$ cat src/rtl/gray_code_counter.sv
// -----------------------------------------------------------------------------
// gray_code_counter
//
// Up/down binary counter whose value is re-encoded into reflected-binary Gray
// code on every edge. Intended for pointers that must change a single bit per
// step, e.g. FIFO pointers crossing a clock domain before being decoded back
// to binary on the far side.
//
// Ports:
//   clock    in   rising-edge clock
//   reset    in   asynchronous, active-high reset (clears bin, gray, wrap)
//   enable   in   advance the count one step on this edge
//   up       in   direction when enable=1: 1 = increment, 0 = decrement
//   load     in   synchronous parallel load, priority over enable
//   load_bin in   [WIDTH] binary value taken on load
//   bin      out  [WIDTH] registered binary count
//   gray     out  [WIDTH] registered Gray code of bin
//   wrap     out  one-cycle pulse the cycle after the count rolls over
// -----------------------------------------------------------------------------
module gray_code_counter #(
  parameter int WIDTH = 4
) (
  input  logic             clock,
  input  logic             reset,
  input  logic             enable,
  input  logic             up,
  input  logic             load,
  input  logic [WIDTH-1:0] load_bin,
  output logic [WIDTH-1:0] bin,
  output logic [WIDTH-1:0] gray,
  output logic             wrap
);

  localparam logic [WIDTH-1:0] ONE = WIDTH'(1);

  function automatic logic [WIDTH-1:0] bin2gray(input logic [WIDTH-1:0] b);
    return b ^ (b >> 1);
  endfunction

  logic [WIDTH-1:0] bin_q, bin_d;
  logic [WIDTH-1:0] gray_q, gray_d;
  logic             wrap_q, wrap_d;

  // Next-state: load > enable > hold. Gray is derived from the next binary
  // value so both registers update together with no lag cycle.
  always_comb begin
    bin_d  = bin_q;
    wrap_d = 1'b0;
    if (load) begin
      bin_d = load_bin;
    end else if (enable) begin
      if (up) begin
        bin_d  = bin_q + ONE;
        wrap_d = &bin_q;
      end else begin
        bin_d  = bin_q - ONE;
        wrap_d = ~|bin_q;
      end
    end
    gray_d = bin2gray(bin_d);
  end

  // Register stage: all outputs come straight from flops.
  always_ff @(posedge clock or posedge reset) begin
    if (reset) begin
      bin_q  <= '0;
      gray_q <= '0;
      wrap_q <= 1'b0;
    end else begin
      bin_q  <= bin_d;
      gray_q <= gray_d;
      wrap_q <= wrap_d;
    end
  end

  assign bin  = bin_q;
  assign gray = gray_q;
  assign wrap = wrap_q;

endmodule

$ cat config.mk
export PLATFORM = sky130hd
export DESIGN_NAME = gray_code_counter
export DESIGN_NICKNAME = d
export VERILOG_FILES = /design/src/rtl/gray_code_counter.sv
export SDC_FILE = /design/constraint.sdc
export NUM_CORES = 1
export LEC_CHECK = 0
export CELL_PAD_IN_SITES_DETAIL_PLACEMENT = 1
export CELL_PAD_IN_SITES_GLOBAL_PLACEMENT = 2
export CORE_MARGIN = 3
export CORE_UTILIZATION = 24
export CTS_CLUSTER_DIAMETER = 200
export DETAILED_ROUTE_END_ITERATION = 6
export PLACE_DENSITY = 0.87
export SYNTH_ARGS = -nofsm -noshare
export SYNTH_HDL_FRONTEND = slang
export SYNTH_SLANG_ARGS = --single-unit
$ cat constraint.sdc
create_clock -name clock -period 2.2 [get_ports clock]
set_input_delay 0.44 -clock clock [delete_from_list [all_inputs] [get_ports clock]]
set_output_delay 0.44 -clock clock [all_outputs]
set_load 0.01 [all_outputs]
==> results.cfg <==
[global_route]
grt_max_degree = 9
grt_pass1_wl_mm = 1.79
overflow = 0
grt_usage_pct = 10.1
first_global_vias = 426
grt_antenna_before_repair = 0

[run]
maxCapViolCount = 0

[finish]
final_net_count = 80
diodes = 0
fillers = 208
drive_gt1_share_pct = 13.6
utilization_pct = 39.9
area_growth_pct = 54.0
final_area_um2 = 703

[power_and_ir_drop]
p_per_area_mw_per_mm2 = 731
total_power_mw = 0.514
vdd_drop_max_mv = 0.213
p_leak_nw = 0.314

[synth]
yosys.area.top_type = dfrtp_1
syn-cell-area_um2 = 457
seq_area_frac_synth_pct = 43.8
syn_avg_cell_area_um2 = 10.6
synth_area_leaders = dfrtp_1, xnor2_1, ha_1
yosysMostFrequentCell = dfrtp_1
ys.flop_type = dfrtp_1
ys_types = 22
ys_top_cells_by_count = dfrtp_1, nor2_1, xnor2_1, inv_1
yosysTopAreaCellShare_pct = 43.8
synth_edf_count = 0
synth.net_count = 55
async_flop_share_pct = 100
ys_warn_count = 0
synth_cells = 43
synth_seq_cells = 8

[floorplan]
initial_core_util_pct = 25.9
chipHeight_um = 49.6
fp.coreArea_mm2 = 0.00176
boundaryPins = 18
die_area_mm2 = 0.00246
die_x_um = 49.6
rows = 15

[place]
port_buffers = 17
dpl.hpwl_um = 865
dpl_cell_area_um2 = 681
place.gp.congestion = 0.651

[routing]
vias = 395
dr.pass1.iters = 3
ant_nets = 0
dr.first_iter.drc_count = 3
routed_wl_mm = 1.09
drc_errors = 0
viasPerCell = 4.34
wire_per_inst_um = 12.0

[timing]
rsz0062_at_grt = false
max_slew_margin_pct = 79.4
slew_violations = 0
fmax_mhz = 492
worst_slew_pin_slew_ns = 0.305
skew_ns = 0.00278
hold-worst-slack_ns = 0.421
finalCritPeriodShare_pct = 92.3
setup_viol = 0
finalHoldViolCount = 0
min_period_ns = 2.03

[clock_tree]
post_cts_buffers = 0
cts-root-buf = clkbuf_4
clk_pin_slew_worst_paths_ns = 0.05
post_cts_resized = 0
cts_tree = done
cts_made_buffers = 3
clk_latency_ns = 0.26
cts_buffer_depth = 2
cts.sinks = 8
htree_levels = 1
hold_buffers = 0

[worst_setup_path]
crit_fanout = 3
startpoint = up
cp_slowest_cell = clkdlybuf4s50_1
crit_path_max_incr_delay_ns = 0.47
critPathArrivalTime_ns = 2.17
crit_family = buffers and inverters
worst-setup-path-type = primary input to flip-flop
r2r-start = bin[2]
cp-end-kind = flip-flop
crit_chain = clkdlybuf4s50_1, inv_1, ha_1, a21oi_1, a211oi_1, or3_4, xor2_1
critical_path_buf_inv_count = 2
required_ns = 2.34
start_kind = primary input

[hold_path]
worstHoldPathType = primary input to asynchronous set/reset pin

[run_status]
outcome = complete, no violations
## per-stage QoR
step                      worst slack [ns]  TNS, ns  std cells
after global routing                0.0964        0         91
after CTS                            0.162        0         91
after global placement             -0.0768  -0.0768         88
after floorplan                      0.469        0         43
after detailed placement            -0.118   -0.141         88
final                                0.169        0         91
## flip-flops by register name (all words and copies together), names as in the netlist
register  flops
gray          3
bin           4
wrap          1
## logic make-up after synthesis
family / after synthesis / synth area share (%)
AO/OA/AOI/OAI: 7 / 9.31
XOR/XNOR: 6 / 11.5
adder cells (fa/ha/maj): 3 / 9.86
buffers and inverters: 5 / 5.75
flip-flops: 8 / 43.8
multiplexers: 2 / 4.38
AND/OR/NAND/NOR: 12 / 15.3
## cell type report
type / count / area, µm² / area share (%)
sequential: 8 / 200 / 28.5
tap: 25 / 31.3 / 4.45
inverter: 3 / 11.3 / 1.60
multi-input combinational: 30 / 230 / 32.7
clock buffer: 3 / 22.5 / 3.20
timing repair buffer: 22 / 208 / 29.5
## cell usage in the layout, fill, tap and decap left out
cell             Yosys  final
or2b_1               1      1
fa_1                 1      1
mux2i_1              2      2
a22o_1               1      1
or4_1                1      1
nand3_1              1      1
and3_1               1      1
a21oi_1              2      2
xor2_1               2      2
ha_1                 2      2
xnor2_1              4      4
clkdlybuf4s50_1      0     17
inv_1                3      3
clkbuf_4             0      3
a211oi_1             1      1
nor2_1               4      4
o21ai_0              1      1
and4b_1              1      1
o21ai_1              1      1
dfrtp_1              8      8
buf_4                2      5
or3_4                1      1
a31oi_1              1      1
nand2_1              2      2
## path summary, 6_finish.rpt
check,slack (ns),cells after the start,end
hold reg to reg,0.72,2,wrap
setup / recovery,0.17,7,gray[2]
max in group asynchronous,1.56,2,gray[0]
hold / removal,0.42,2,bin[3]
min in group clock,0.72,2,wrap
setup reg to reg,0.46,5,gray[2]
## worst reg2reg max path, delay by kind of cell (launching register included)
family                     cells  cell delay, ns
and+or+nand+nor                3            0.67
adders and majority gates      1            0.36
xor gates and xnor gates       1            0.15
DFF                            1            0.44
## power by group
group | internal, mW | switching (mW)
combinational | 0.120 | 0.0792
clock | 0.0623 | 0.0488
sequential | 0.176 | 0.0275
total | 0.358 | 0.156
## layer usage
metal	global-route usage, %	routed length [µm]	part of all wire [%]
met1	10.4	445	41
met2	16.5	540	49
met3	2.42	84	7.7
met4	9.68	21	1.9
met5	0	0	0
(Power assumes the default switching activity.)
